**src/rtl/wb2ahb.sv**
```systemverilog
// Wishbone classic slave to AHB master bridge: each WB cycle becomes one AHB SINGLE NONSEQ transfer.
// Retries on RETRY/SPLIT up to MAX_RETRY times, then reports wb_err.
module wb2ahb #(
  parameter int           ADDR_WIDTH = 2,
  parameter int           DATA_WIDTH = 8,
  parameter logic [2:0]   HSIZE_VAL  = 3'b000,
  parameter int           MAX_RETRY  = 3
) (
  input  logic                  wb_clk,
  input  logic                  wb_rst,
  input  logic                  wb_cyc,
  input  logic                  wb_stb,
  input  logic                  wb_we,
  input  logic [ADDR_WIDTH-1:0] wb_addr,
  input  logic [DATA_WIDTH-1:0] wb_data_in,
  output logic [DATA_WIDTH-1:0] wb_data_out,
  output logic                  wb_ack,
  output logic                  wb_err,
  output logic                  hclk,
  output logic                  hresetn,
  output logic [ADDR_WIDTH-1:0] haddr,
  output logic [1:0]            htrans,
  output logic                  hwrite,
  output logic [2:0]            hsize,
  output logic [2:0]            hburst,
  output logic [DATA_WIDTH-1:0] hwdata,
  input  logic [DATA_WIDTH-1:0] hrdata,
  input  logic                  hready,
  input  logic [1:0]            hresp
);

  localparam int             CNT_W         = (MAX_RETRY > 0) ? $clog2(MAX_RETRY + 1) : 1;
  localparam logic [CNT_W-1:0] MAX_CNT     = CNT_W'(MAX_RETRY);
  localparam logic [1:0]     HTRANS_IDLE   = 2'b00;
  localparam logic [1:0]     HTRANS_NONSEQ = 2'b10;
  localparam logic [1:0]     HRESP_OKAY    = 2'b00;
  localparam logic [1:0]     HRESP_ERROR   = 2'b01;

  typedef enum logic [1:0] {S_IDLE, S_ADDR, S_DATA, S_DONE} state_t;

  state_t                r_state,  w_state_next;
  logic [ADDR_WIDTH-1:0] r_haddr,  w_haddr_next;
  logic [1:0]            r_htrans, w_htrans_next;
  logic                  r_hwrite, w_hwrite_next;
  logic [DATA_WIDTH-1:0] r_hwdata, w_hwdata_next;
  logic [DATA_WIDTH-1:0] r_wdata,  w_wdata_next;
  logic [DATA_WIDTH-1:0] r_dout,   w_dout_next;
  logic                  r_ack,    w_ack_next;
  logic                  r_err,    w_err_next;
  logic [CNT_W-1:0]      r_retry_cnt, w_retry_cnt_next;

  always_ff @(posedge wb_clk or posedge wb_rst) begin
    if (wb_rst) begin
      r_state     <= S_IDLE;
      r_haddr     <= '0;
      r_htrans    <= HTRANS_IDLE;
      r_hwrite    <= 1'b0;
      r_hwdata    <= '0;
      r_wdata     <= '0;
      r_dout      <= '0;
      r_ack       <= 1'b0;
      r_err       <= 1'b0;
      r_retry_cnt <= '0;
    end else begin
      r_state     <= w_state_next;
      r_haddr     <= w_haddr_next;
      r_htrans    <= w_htrans_next;
      r_hwrite    <= w_hwrite_next;
      r_hwdata    <= w_hwdata_next;
      r_wdata     <= w_wdata_next;
      r_dout      <= w_dout_next;
      r_ack       <= w_ack_next;
      r_err       <= w_err_next;
      r_retry_cnt <= w_retry_cnt_next;
    end
  end

  always_comb begin
    w_state_next     = r_state;
    w_haddr_next     = r_haddr;
    w_htrans_next    = r_htrans;
    w_hwrite_next    = r_hwrite;
    w_hwdata_next    = r_hwdata;
    w_wdata_next     = r_wdata;
    w_dout_next      = r_dout;
    w_ack_next       = 1'b0;
    w_err_next       = 1'b0;
    w_retry_cnt_next = r_retry_cnt;

    case (r_state)
      S_IDLE: begin
        if (wb_cyc && wb_stb) begin
          w_haddr_next  = wb_addr;
          w_hwrite_next = wb_we;
          w_wdata_next  = wb_data_in;
          w_htrans_next = HTRANS_NONSEQ;
          w_state_next  = S_ADDR;
        end
      end
      S_ADDR: begin
        if (hready) begin
          w_htrans_next = HTRANS_IDLE;
          if (r_hwrite) w_hwdata_next = r_wdata;
          w_state_next  = S_DATA;
        end
      end
      S_DATA: begin
        // A dropped wb_cyc still lets the AHB beat finish, but nothing is reported back.
        if (hready) begin
          if (hresp == HRESP_OKAY) begin
            w_ack_next = wb_cyc;
            if (wb_cyc && !r_hwrite) w_dout_next = hrdata;
            w_state_next = S_DONE;
          end else if (hresp == HRESP_ERROR) begin
            w_err_next   = wb_cyc;
            w_state_next = S_DONE;
          end else if (r_retry_cnt < MAX_CNT) begin
            w_retry_cnt_next = r_retry_cnt + CNT_W'(1);
            w_htrans_next    = HTRANS_NONSEQ;
            w_state_next     = S_ADDR;
          end else begin
            w_err_next   = wb_cyc;
            w_state_next = S_DONE;
          end
        end
      end
      S_DONE: begin
        w_retry_cnt_next = '0;
        w_state_next     = S_IDLE;
      end
      default: w_state_next = S_IDLE;
    endcase
  end

  assign hclk        = wb_clk;
  assign hresetn     = ~wb_rst;
  assign hsize       = HSIZE_VAL;
  assign hburst      = 3'b000;
  assign haddr       = r_haddr;
  assign htrans      = r_htrans;
  assign hwrite      = r_hwrite;
  assign hwdata      = r_hwdata;
  assign wb_data_out = r_dout;
  assign wb_ack      = r_ack;
  assign wb_err      = r_err;

endmodule

```
**config.mk**
```make
export PLATFORM = sky130hd
export DESIGN_NAME = wb2ahb
export DESIGN_NICKNAME = d
export VERILOG_FILES = /design/src/rtl/wb2ahb.sv
export SDC_FILE = /design/constraint.sdc
export NUM_CORES = 1
export LEC_CHECK = 0
export CAP_MARGIN = 20
export CORE_AREA = 3 3 84 54
export DETAILED_ROUTE_END_ITERATION = 8
export DIE_AREA = 0 0 87 57
export PLACE_DENSITY = 0.71
export SLEW_MARGIN = 20
export SYNTH_ARGS = -nofsm -noshare
export SYNTH_HDL_FRONTEND = slang
export SYNTH_SLANG_ARGS = --single-unit
```
**constraint.sdc**
```tcl
create_clock -name wb_clk -period 1.35 [get_ports wb_clk]
set_input_delay 0.135 -clock wb_clk [delete_from_list [all_inputs] [get_ports wb_clk]]
set_output_delay 0.135 -clock wb_clk [all_outputs]
set_load 0.01 [all_outputs]
```
==> metrics.md <==
| Metric | Value |
|---|---|
| TritonRoute pass-1 iters | `2` |
| Post-DRT Antenna Nets | `0` |
| Pin count of the biggest net entering global routing | `35` |
| Max-slew violation count | `0` |
| Final Wtd Congestion | `0.6941` |
| Vias per cell | `4.733` |
| Final wirelength | `3.320 mm` |
| Main synth FF type | `dfrtp_1` |
| Worst EP required | `1.61 ns` |
| Initial antenna violation count | `0` |
| Final Cycle Share | `105.2%` |
| # hold bufs at CTS | `0` |
| LEAKAGE | `1.131 nW` |
| Async S/R FF share, synth | `100.0%` |
| Post-synth top area share | `58.87%` |
| GRT overflow | `0` |
| Sequential power share | `37.6%` |
| Worst r2r src | `r_state[1]` |
| Top post-synthesis cells by area | `dfrtp_1 (59%), mux2_2 (21%), buf_4 (4.2%), nand4b_4 (1.6%), nor4_4 (1.5%)` |
| Worst R2R Path Depth | `3` |
| Clock Power Share | `21.9%` |
| Fmax | `703.9 MHz` |
| Register-to-register setup slack | `-0.07 ns` |
| Post-synth EDFFs | `0` |
| HPWL Detailed | `2.188 mm` |
| Final Non-Filler Cells | `221` |
| CP endpoint | `haddr[0]` |
| Power per cell area | `2020 nW/um^2` |
| Internal power | `3.319 mW` |
| Diodes inserted | `0` |
| Number of buffers added on ports | `49` |
| Synth top cells by count | `dfrtp_1 (34), mux2_2 (27), buf_4 (8)` |
| Netlist Area Pre-Place | `1445 sq um` |
| Final hold vios | `0` |
| Peak VDD IR | `892.5 uV` |
| Worst-path clk slew | `0.06 ns` |
| DR vias | `1046` |
| Die H | `57 um` |
| Top Ports | `57` |
| Sw Ratio | `29.29%` |
| Sequential fraction of the synthesis area | `58.87%` |
| Skew-Pair Late Insertion Delay | `0.38 ns` |
| Worst min path class | `input port to asynchronous set/reset pin` |
| First-pass GRT wire length | `5.630 mm` |
| Total power | `4.694 mW` |
| Post-Syn Instances | `100` |
| Syn. warnings | `0` |
| RSZ-0062 raised after global routing | `yes` |
| Mapped Avg Cell Area | `14.45 sq um` |
| Routed wire per std cell | `15.02 um` |
| DR DRC count | `0` |
| CP startpoint | `r_state[1]` |
| Worst Clk Skew | `0.003458 ns` |
| CTS tree | `yes` |
| Sw power | `1.375 mW` |
| Fin crit period | `1.421 ns` |
| Status | `finished, violations left` |
| Combinational share of power | `40.5%` |
| RR Endpoint | `haddr[0]` |
| Synth area leader | `dfrtp_1` |
| Startpoint types | `register` |
| All-Layer GR Usage | `15.01%` |
| Maximum Capacitance Violations | `0` |
| Area grow syn2layout | `60.78%` |
| Failing checks | `setup timing` |
| Yosys reg bits | `34` |
| Nets | `200` |
| Most numerous cell in the Yosys netlist | `dfrtp_1` |
| Core Area | `3722 sq um` |
| Crit path DAT | `1.69 ns` |
| Max Fanout on Critical Path | `5` |
| Critical Path Sink Type | `register` |
| Core Rows | `17` |
| Post-synth cell types | `26` |
| Die ar. | `4959 sq um` |
| Worst setup margin | `-0.07072 ns` |
| Die W | `87 um` |
| Critical path type | `register to register` |
| Starting DRT DRC Count | `18` |
| Final setup vio count | `19` |
| Initial Util | `38.82%` |
| Number of global-route vias before repair | `1181` |
| Placed cells | `203` |
| Share of cells above drive strength 1 | `36.78%` |
per-stage QoR:
step                      utilization (%)  setup TNS (ns)  hold slack (ns)  cell area [sq um]  worst slack, ns
after floorplan                         -          -1.628           0.2058               1506          -0.1510
after global placement              55.80          -6.009           0.4864               2077          -0.2329
after detailed placement            55.80          -6.497           0.4951               2077          -0.2651
after CTS                           62.22          -1.741           0.2006               2316          -0.1187
after global routing                62.42          -1.849           0.2361               2323          -0.1015
final                               62.42         -0.8480           0.1914               2323         -0.07072
registers in the layout, indices dropped and copies added (netlist names), 2 cells and up:
| signal | cells |
|---|---|
| hwdata | 8 |
| haddr | 2 |
| wb_data_out | 8 |
| r_retry_cnt | 2 |
| r_wdata | 8 |
| r_state | 2 |
layout by cell type, fill, tap and decap left out, types with 2 or more instances in the layout:
master / netlist / layout
dfrtp_1: 34 / 33
clkdlybuf4s50_1: 0 / 26
dlygate4sd2_1: 0 / 23
mux2_4: 0 / 20
buf_4: 8 / 12
clkbuf_8: 0 / 9
mux2_2: 27 / 7
conb_1: 1 / 7
buf_6: 1 / 4
o21ai_0: 3 / 3
a21oi_1: 3 / 3
buf_12: 0 / 3
inv_1: 3 / 2
nor2_1: 2 / 2
cell type report:
type / count / area [sq um]
fillers: 295 / 1399
flip-flops and latches: 34 / 852.1
repair buffers: 67 / 648.1
multi-input cells: 58 / 609.3
clock buffers: 11 / 136.4
well taps: 47 / 58.81
inverters: 3 / 13.76
clock inverters: 1 / 5.005
power by group through the flow:
stage	logic [mW]	registers [mW]	clock network, mW
final	1.90	1.76	1.03
after global routing	2.06	1.83	1.12
after CTS	1.88	1.77	1.08
after detailed placement	1.81	1.78	0.0753
after global placement	1.76	1.75	0.0753
after floorplan	0.844	1.85	0.0610
metal layers:
metal | vias up | global-route usage [%] | wire length [um]
met3 | 5 | 5.772 | 283
met2 | 44 | 21.41 | 1535
met1 | 511 | 19.45 | 1468
met4 | 0 | 8.667 | 33
li1 | 486 | - | -
met5 | - | 0 | 0
worst min-delay path by stage:
stage / end / from / cells after the start / slack (ns)
after floorplan: wb_ack / hresp[1] / 1 / 0.21
after global placement: r_wdata[7] / r_wdata[7] / 1 / 0.49
after detailed placement: r_wdata[2] / r_wdata[2] / 1 / 0.50
after CTS: hwdata[4] / wb_rst / 3 / 0.20
after global routing: hwdata[4] / wb_rst / 3 / 0.24
final: r_wdata[5] / wb_rst / 3 / 0.19
worst max-delay path, cell delays in order (launching register included):
cell and delay [ns]:
dfrtp_1 0.43, and4bb_4 0.43, buf_12 0.14, mux2_4 0.30
cells by family after synthesis:
logic type | count (synthesis) | synth area share [%]
multiplexers | 28 | 21.73
AO/OA/AOI/OAI | 9 | 3.896
adder cells (fa/ha/maj) | 1 | 0.8657
flip-flops | 34 | 58.87
AND/OR/NAND/NOR | 13 | 7.966
other | 1 | 0.2595
buffers and inverters | 14 | 6.407
what timing repair did:
| action | 4_1_cts | 5_1_grt |
|---|---|---|
| setup buffers | 4 | 5 |
| pin swaps | 2 | 3 |
| endpoints found under the setup margin | 51 | 31 |
| cloned | 1 | 0 |
| resized for setup | 45 | 4 |
No activity file was read; power rests on OpenSTA's default activity.
